$ cat src/rtl/timer_counter.sv
// timer_counter: memory-mapped countdown timer, sole interrupt source for CP0 HWInt.
//
// Registers (word select addr = bus addr[3:2]):
//   0 CTRL     [0] EN, [2:1] MODE (1 = auto-reload, else one-shot), [3] IM
//   1 PRESET   reload value, full word
//   2 COUNT    current count, read-only
//   3 PRESCALE divider compare value (only with TC_PRESCALE_EN, else reads 0)
//
// Ports:
//   clk    system clock, rising edge
//   reset  asynchronous active-low reset
//   addr   register select
//   we     write strobe
//   wdata  write data
//   rdata  combinational read data of the selected register
//   irq    registered interrupt request (irq_flag & IM)
//
// Optional feature macro: TC_PRESCALE_EN (adds PRESCALE register and count divider).
module timer_counter #(
  parameter int unsigned WIDTH      = 32,
  parameter int unsigned PRESCALE_W = 8
) (
  input  logic             clk,
  input  logic             reset,
  input  logic [1:0]       addr,
  input  logic             we,
  input  logic [WIDTH-1:0] wdata,
  output logic [WIDTH-1:0] rdata,
  output logic             irq
);

  localparam logic [1:0] S_IDLE = 2'd0;
  localparam logic [1:0] S_LOAD = 2'd1;
  localparam logic [1:0] S_CNT  = 2'd2;
  localparam logic [1:0] S_INT  = 2'd3;

  localparam logic [1:0] A_CTRL     = 2'd0;
  localparam logic [1:0] A_PRESET   = 2'd1;
  localparam logic [1:0] A_COUNT    = 2'd2;
  localparam logic [1:0] A_PRESCALE = 2'd3;

  localparam logic [1:0] MODE_RELOAD = 2'd1;

  logic             r_en;
  logic [1:0]       r_mode;
  logic             r_im;
  logic [WIDTH-1:0] r_preset;
  logic [WIDTH-1:0] r_count;
  logic [1:0]       r_state;
  logic             r_irq_flag;
  logic             r_irq;

  logic             w_en_nxt;
  logic [1:0]       w_mode_nxt;
  logic             w_im_nxt;
  logic [WIDTH-1:0] w_preset_nxt;
  logic [WIDTH-1:0] w_count_nxt;
  logic [1:0]       w_state_nxt;
  logic             w_flag_nxt;

  logic             w_ctrl_wr;
  logic             w_preset_wr;
  logic             w_tick;

  assign w_ctrl_wr   = we && (addr == A_CTRL);
  assign w_preset_wr = we && (addr == A_PRESET);

`ifdef TC_PRESCALE_EN
  logic [PRESCALE_W-1:0] r_prescale;
  logic [PRESCALE_W-1:0] r_div;
  logic [PRESCALE_W-1:0] w_prescale_nxt;
  logic [PRESCALE_W-1:0] w_div_nxt;
  logic                  w_prescale_wr;

  assign w_prescale_wr = we && (addr == A_PRESCALE);
  // COUNT only advances on the cycle the divider reaches PRESCALE
  assign w_tick        = (r_div == r_prescale);

  // Divider next-state: runs in CNT, cleared in IDLE/LOAD and on PRESCALE write
  always_comb begin
    w_prescale_nxt = r_prescale;
    w_div_nxt      = r_div;
    if (r_state == S_CNT) begin
      w_div_nxt = w_tick ? '0 : r_div + PRESCALE_W'(1);
    end else if (r_state != S_INT) begin
      w_div_nxt = '0;
    end
    if (w_prescale_wr) begin
      w_prescale_nxt = wdata[PRESCALE_W-1:0];
      w_div_nxt      = '0;
    end
  end

  // Divider registers
  always_ff @(posedge clk or negedge reset) begin
    if (!reset) begin
      r_prescale <= '0;
      r_div      <= '0;
    end else begin
      r_prescale <= w_prescale_nxt;
      r_div      <= w_div_nxt;
    end
  end
`else
  assign w_tick = 1'b1;
`endif

  // Timer FSM next-state; software writes applied last so they win over the FSM
  always_comb begin
    w_en_nxt     = r_en;
    w_mode_nxt   = r_mode;
    w_im_nxt     = r_im;
    w_preset_nxt = r_preset;
    w_count_nxt  = r_count;
    w_state_nxt  = r_state;
    w_flag_nxt   = r_irq_flag;

    case (r_state)
      S_IDLE: begin
        if (r_en) w_state_nxt = S_LOAD;
      end
      S_LOAD: begin
        w_count_nxt = r_preset;
        w_state_nxt = S_CNT;
      end
      S_CNT: begin
        if (!r_en) begin
          w_state_nxt = S_IDLE;
        end else if (w_tick) begin
          if (r_count > WIDTH'(1)) begin
            w_count_nxt = r_count - WIDTH'(1);
          end else begin
            // Terminal count: saturate at zero, never wrap
            w_count_nxt = '0;
            w_flag_nxt  = 1'b1;
            w_state_nxt = S_INT;
          end
        end
      end
      S_INT: begin
        if (r_mode == MODE_RELOAD) begin
          w_flag_nxt  = 1'b0;
          w_state_nxt = S_LOAD;
        end else begin
          w_en_nxt    = 1'b0;
          w_state_nxt = S_IDLE;
        end
      end
      default: w_state_nxt = S_IDLE;
    endcase

    if (w_ctrl_wr) begin
      w_en_nxt   = wdata[0];
      w_mode_nxt = wdata[2:1];
      w_im_nxt   = wdata[3];
      w_flag_nxt = 1'b0;
      // Disabling during CNT freezes COUNT and cancels a coincident terminal count
      if (!wdata[0] && (r_state == S_CNT)) begin
        w_state_nxt = S_IDLE;
        w_count_nxt = r_count;
      end
    end

    if (w_preset_wr) begin
      w_preset_nxt = wdata;
      w_flag_nxt   = 1'b0;
    end
  end

  // State registers; irq registered from the next flag/mask values
  always_ff @(posedge clk or negedge reset) begin
    if (!reset) begin
      r_en       <= 1'b0;
      r_mode     <= 2'd0;
      r_im       <= 1'b0;
      r_preset   <= '0;
      r_count    <= '0;
      r_state    <= S_IDLE;
      r_irq_flag <= 1'b0;
      r_irq      <= 1'b0;
    end else begin
      r_en       <= w_en_nxt;
      r_mode     <= w_mode_nxt;
      r_im       <= w_im_nxt;
      r_preset   <= w_preset_nxt;
      r_count    <= w_count_nxt;
      r_state    <= w_state_nxt;
      r_irq_flag <= w_flag_nxt;
      r_irq      <= w_flag_nxt & w_im_nxt;
    end
  end

  assign irq = r_irq;

  // Read mux
  always_comb begin
    rdata = '0;
    case (addr)
      A_CTRL:   rdata = {{(WIDTH-4){1'b0}}, r_im, r_mode, r_en};
      A_PRESET: rdata = r_preset;
      A_COUNT:  rdata = r_count;
`ifdef TC_PRESCALE_EN
      A_PRESCALE: rdata = WIDTH'(r_prescale);
`else
      A_PRESCALE: rdata = WIDTH'({PRESCALE_W{1'b0}});
`endif
      default:  rdata = '0;
    endcase
  end

endmodule

$ cat config.mk
export PLATFORM = sky130hd
export DESIGN_NAME = timer_counter
export DESIGN_NICKNAME = d
export VERILOG_FILES = /design/src/rtl/timer_counter.sv
export SDC_FILE = /design/constraint.sdc
export NUM_CORES = 1
export LEC_CHECK = 0
export BUFFER_PORTS_ARGS = -buffer_cell sky130_fd_sc_hd__buf_4
export CORE_ASPECT_RATIO = 1.2
export CORE_UTILIZATION = 30
export DETAILED_ROUTE_END_ITERATION = 16
export GPL_ROUTABILITY_DRIVEN = 0
export MAX_ROUTING_LAYER = met4
export PLACE_DENSITY = 0.45
export SKIP_LAST_GASP = 1
export SYNTH_ARGS = -nofsm -noshare
export SYNTH_HDL_FRONTEND = slang
export SYNTH_SLANG_ARGS = --single-unit
$ cat constraint.sdc
create_clock -name clk -period 2.82 [get_ports clk]
set_clock_uncertainty 0.1 [all_clocks]
set_input_delay 0.423 -clock clk [delete_from_list [all_inputs] [get_ports clk]]
set_output_delay 0.423 -clock clk [all_outputs]
set_load 0.01 [all_outputs]
Word-level counts from Yosys, hierarchy flattened
Index checks and enable logic that the tools add are counted.
{ "totals": {"regBits": 72, "input_bits": 37, "elab_cells": 51} }
{ "classes": {"addsub": 1, "magnitude_cmp": 1, "n_eq_ne": 9, "muxes": 23, "n_bitwise": 1, "reduce_logical": 8} }
{ "op_table": {"columns": ["op", "count"], "rows": [
  ["$mux W32", 4],
  ["$pmux W32 S4", 1],
  ["$pmux W32 S2", 1],
  ["$gt A32 B1 Y1 const B", 1],
  ["$sub A32 B1 Y32 const B", 1],
  ["$mux W1", 10],
  ["$mux W2", 5],
  ["$eq A2 B2 Y1 const B", 4],
  ["$pmux W2 S4", 1],
  ["$eq A2 B1 Y1 const B", 3],
  ["$logic_not A2 Y1", 2],
  ["$ne A2 B2 Y1 const B", 2],
  ["$logic_and A1 B1 Y1", 3],
  ["$pmux W1 S2", 1],
  ["$reduce_and A2 Y1", 1],
  ["$reduce_bool A2 Y1", 1],
  ["$and A1 B1 Y1", 1],
  ["$logic_not A1 Y1", 1]
]} }

Logic depth before layout (Yosys ltp)
{ "depth": {"depth_word": 7, "mapped_depth": 10} }

Least setup slack after synthesis
Ideal clock, no wire load.
{ "synth_path": {"kind": "reg-to-reg", "start": "reg r_count[10]", "end": "reg r_count[4]", "setup_time_ns": 0.135, "t_arrival_ns": 2.317, "required_time_ns": 2.585, "path_slack_ns": 0.269, "path_stages_with_launch": 10, "n_path_buf": 4, "synth_period_minus_slack_ns": 2.551, "path_cell_list": "dfrtp_1 -> or4_1 -> buf_2 -> or2_4 -> or4_4 -> buf_6 -> buf_6 -> buf_6 -> nand4_1 -> o211ai_1"} }
{ "synth_between": {"elab_chain_cells": 6} }
{ "synth_rtl": {"columns": ["element", "line_no", "source"], "rows": [
  ["from (decl)", "48", "logic [WIDTH-1:0] r_count;"],
  ["from (signal assigned)", "186", "r_count <= w_count_nxt;"],
  ["$gt A32 B1 Y1 *", "130", "if (r_count > WIDTH'(1)) begin"],
  ["$mux W32 *", "130", null],
  ["$mux W32 *", "127", "if (!r_en) begin"],
  ["$pmux W32 S2 *", "118", "case (r_state)"],
  ["$mux W32", "158", "if (!wdata[0] && (r_state == S_CNT)) begin"],
  ["$mux W32 *", "152", "if (w_ctrl_wr) begin"]
]} }
Every way passes the cells marked *; elsewhere a longest branch is shown, timed or not. The select of a mux whose other input is x is not followed.
A chain may end at the register's enable or synchronous reset.

Worst setup path in the final report
{ "layout_path": {"start": "reg r_count[10]", "end": "reg r_count[19]"} }
{ "layout_between": {"elab_chain_cells": 6, "word_cells_on_any_way": 7, "classes_between": "1 x add/sub; 1 x order compare; 5 x mux"} }
{ "layout_rtl": {"columns": ["element", "line_no"], "rows": [
  ["$sub A32 B1 Y32 or $gt A32 B1 Y1 (tied branches)", "131, 130"],
  ["$mux W32 *", "130"],
  ["$mux W32 *", "127"],
  ["$pmux W32 S2 *", "118"],
  ["$mux W32", "158"],
  ["$mux W32 *", "152"]
]} }
Marked as above.

==> results.py <==
metrics = {
    "status": {
        "status": "completed",
    },
    "pwr": {
        "p_leak_nw": 2.26,
        "p_per_area_nw_per_um2": 949,
        "max-vdd-ir-drop_mv": 0.335,
        "power.total_w": 0.00503,
    },
    "drt": {
        "first_iter_violations": 200,
        "drcViolationCount": 0,
        "drtPass1Iterations": 4,
        "wl_um": 13100,
        "ant_nets": 0,
        "vias_per_cell": 5.66,
        "routedWlPerCell_um": 19.6,
        "vias": 3797,
    },
    "sta": {
        "rsz0062_at_grt": "false",
        "hold_viol_final": 0,
        "max_freq_mhz": 377,
        "finalCriticalPeriod_ps": 2650,
        "relSlewSlack_pct": 35.7,
        "min_period_over_period_pct": 93.9,
        "setup_viol": 0,
        "worstMarginPinSlew_ps": 964,
        "slew_violations": 0,
        "setup_ws_ps": 171,
        "setup_tns_ps": 0,
    },
    "clock_tree": {
        "htree_num_levels": 3,
        "cts_max_path_buffers": 2,
        "clk_latency_ps": 340,
        "hold_buffers": 0,
        "cts_tree": "done",
        "cts.sinks": 72,
        "clkTransAtPathRegs_ps": 60,
        "cts_setup_buffers": 0,
        "cts_resized": 0,
        "root_buffer": "clkbuf_16",
        "cts_buffers": 9,
    },
    "worst_setup_path": {
        "endpoint": "r_count[19]$_DFFE_PN0P_",
        "r2r-start": "r_count[10]$_DFFE_PN0P_",
        "timing_worst_setup_path_type": "register to register",
        "crit_fanout": 7,
        "reg2reg_slack_ps": 170,
        "crit_start": "r_count[10]$_DFFE_PN0P_",
        "arrival_ps": 2790,
        "cp-end-kind": "register",
        "worstReg2RegEnd": "r_count[19]$_DFFE_PN0P_",
        "r2r_cells": 5,
        "start_kind": "register",
        "crit_required_ps": 2960,
    },
    "floorplan": {
        "start_util_pct": 31.2,
        "io_pins": 70,
        "fp.dieW_um": 110,
        "die_area_um2": 14400,
        "core_um2": 13400,
        "die_y_um": 131,
        "rows": 46,
    },
    "logic_synthesis": {
        "yosys-top-cells-area": "dfrtp_1 (43%), mux2_2 (9.4%), a22o_1 (6.7%)",
        "synth_top_area_share_pct": 43.1,
        "synth_area_leader_cell": "dfrtp_1",
        "syn_inst": 425,
        "yosysMostFrequentCell": "dfrtp_1",
        "async_flop_share_pct": 100,
        "ys_warn_count": 0,
        "avgSynthCellArea_um2": 9.84,
        "synth_common_cells": "dfrtp_1 (72), nand2_1 (36), mux2_2 (35)",
        "syn_area_um2": 4180,
        "syn-num-nets": 464,
        "synthFlopType": "dfrtp_1",
        "ys_types": 53,
        "synth_seq_cells": 72,
        "synth_seq_area_share_pct": 43.1,
        "synth_edf_count": 0,
    },
    "final_layout": {
        "drive_above_1_share_pct": 32.2,
        "fill_cells": 1391,
        "num-nets-final": 537,
        "antennaDiodeCount": 0,
        "final_core_util_pct": 39.6,
        "area_growth_pct": 26.9,
    },
    "placed_design": {
        "numPortBuffers": 69,
        "dp_hpwl_um": 9080,
        "preCtsSetupSlack_ps": 173,
    },
    "grt": {
        "grt_overflow": 0,
        "grt_pass1_vias": 3874,
        "antenna_found_initial": 0,
        "grt_pass1_wl_um": 21000,
        "track_usage_pct": 19.7,
        "grt_max_degree": 73,
    },
    "min_path": {
        "holdCritPathClass": "input port to asynchronous set/reset pin",
    },
    "job": {
        "drv_cap": 0,
    },
}
[where the power goes]
group | switching, W | internal [W] | total, W
logic | 0.00108 | 0.000962 | 0.00205
clock network | 0.000443 | 0.000731 | 0.00117
registers | 0.000435 | 0.00138 | 0.00181
[worst min-delay path by stage]
stage / to / slack (ps) / cells past startpoint
after floorplan: irq$_DFF_PN0_ / 30 / 0
after global routing: r_preset[5]$_DFFE_PN0P_ / 200 / 2
final: r_preset[13]$_DFFE_PN0P_ / 140 / 1
after global placement: r_preset[4]$_DFFE_PN0P_ / 410 / 1
after CTS: r_preset[13]$_DFFE_PN0P_ / 190 / 1
after detailed placement: r_irq_flag$_DFF_PN0_ / 400 / 2
[through the flow]
step | cells | area, µm² | hold slack [ps]
after floorplan | 425 | 4180 | 27.4
after global placement | 655 | 5010 | 410
after detailed placement | 655 | 5010 | 402
after CTS | 671 | 5310 | 190
after global routing | 671 | 5310 | 199
final | 671 | 5310 | 138
[area by class of cell]
| class | count | area (µm²) | share of cell area (%) |
|---|---|---|---|
| Multi-Input combinational cell | 307 | 2190 | 41.2 |
| Sequential cell | 72 | 1800 | 34.0 |
| Timing Repair Buffer | 100 | 776 | 14.6 |
| Clock buffer | 13 | 260 | 4.90 |
| Tap cell | 168 | 210 | 3.96 |
| Clock inverter | 3 | 40.0 | 0.755 |
| Inverter | 8 | 30.0 | 0.566 |
[cell families after synthesis]
family	count (synthesis)	share of synthesized area, %
simple gates	146	19.3
compound gates	120	21.6
flops	72	43.1
buf+inv	46	5.03
mux	39	10.4
fa+ha+maj	2	0.599
[sequential cells by signal (all words and copies together) (netlist names)]
| name | flops |
|---|---|
| r_count | 32 |
| irq | 1 |
| r_mode | 2 |
| r_preset | 32 |
| r_state | 2 |
| r_en | 1 |
| r_im | 1 |
| r_irq_flag | 1 |
[layout by cell type, fill, tap and decap left out, types with 3 or more instances in the layout]
| cell type | synthesis | routed |
|---|---|---|
| nand3_1 | 17 | 17 |
| a22o_1 | 32 | 32 |
| o311ai_0 | 3 | 3 |
| a22oi_1 | 13 | 13 |
| a21oi_1 | 10 | 10 |
| nor4_1 | 10 | 10 |
| mux2i_1 | 4 | 4 |
| o41ai_1 | 7 | 7 |
| nor2b_1 | 8 | 6 |
| inv_1 | 8 | 8 |
| o31ai_1 | 6 | 6 |
| nand2_1 | 36 | 36 |
| nor3_1 | 11 | 11 |
| dfrtp_1 | 72 | 72 |
| o2111ai_1 | 3 | 3 |
| o211ai_1 | 6 | 6 |
| o21ai_0 | 17 | 17 |
| nor2_1 | 11 | 11 |
| buf_4 | 1 | 98 |
| a31oi_1 | 5 | 4 |
| or4_1 | 11 | 11 |
| o221ai_1 | 5 | 5 |
| mux2_2 | 35 | 35 |
| clkbuf_16 | 0 | 9 |
| or3_1 | 7 | 7 |
| and3_1 | 5 | 5 |
| nand4_1 | 14 | 14 |
[worst max-delay path: stages (launching register included)]
cell and delay, ps:
dfrtp_1 410, or4_1 570, buf_4 180, or4_1 650, or3_1 380, o311ai_1 260
[layer usage]
layer	vias to the layer above	global-route usage (%)	share of wire (%)
li1	1799	-	-
met1	1877	25.3	45
met2	104	31.2	49
met3	17	3.67	3.9
met4	0	6.15	1.8
met5	-	-	0
Power figures use the tool's default switching activity.
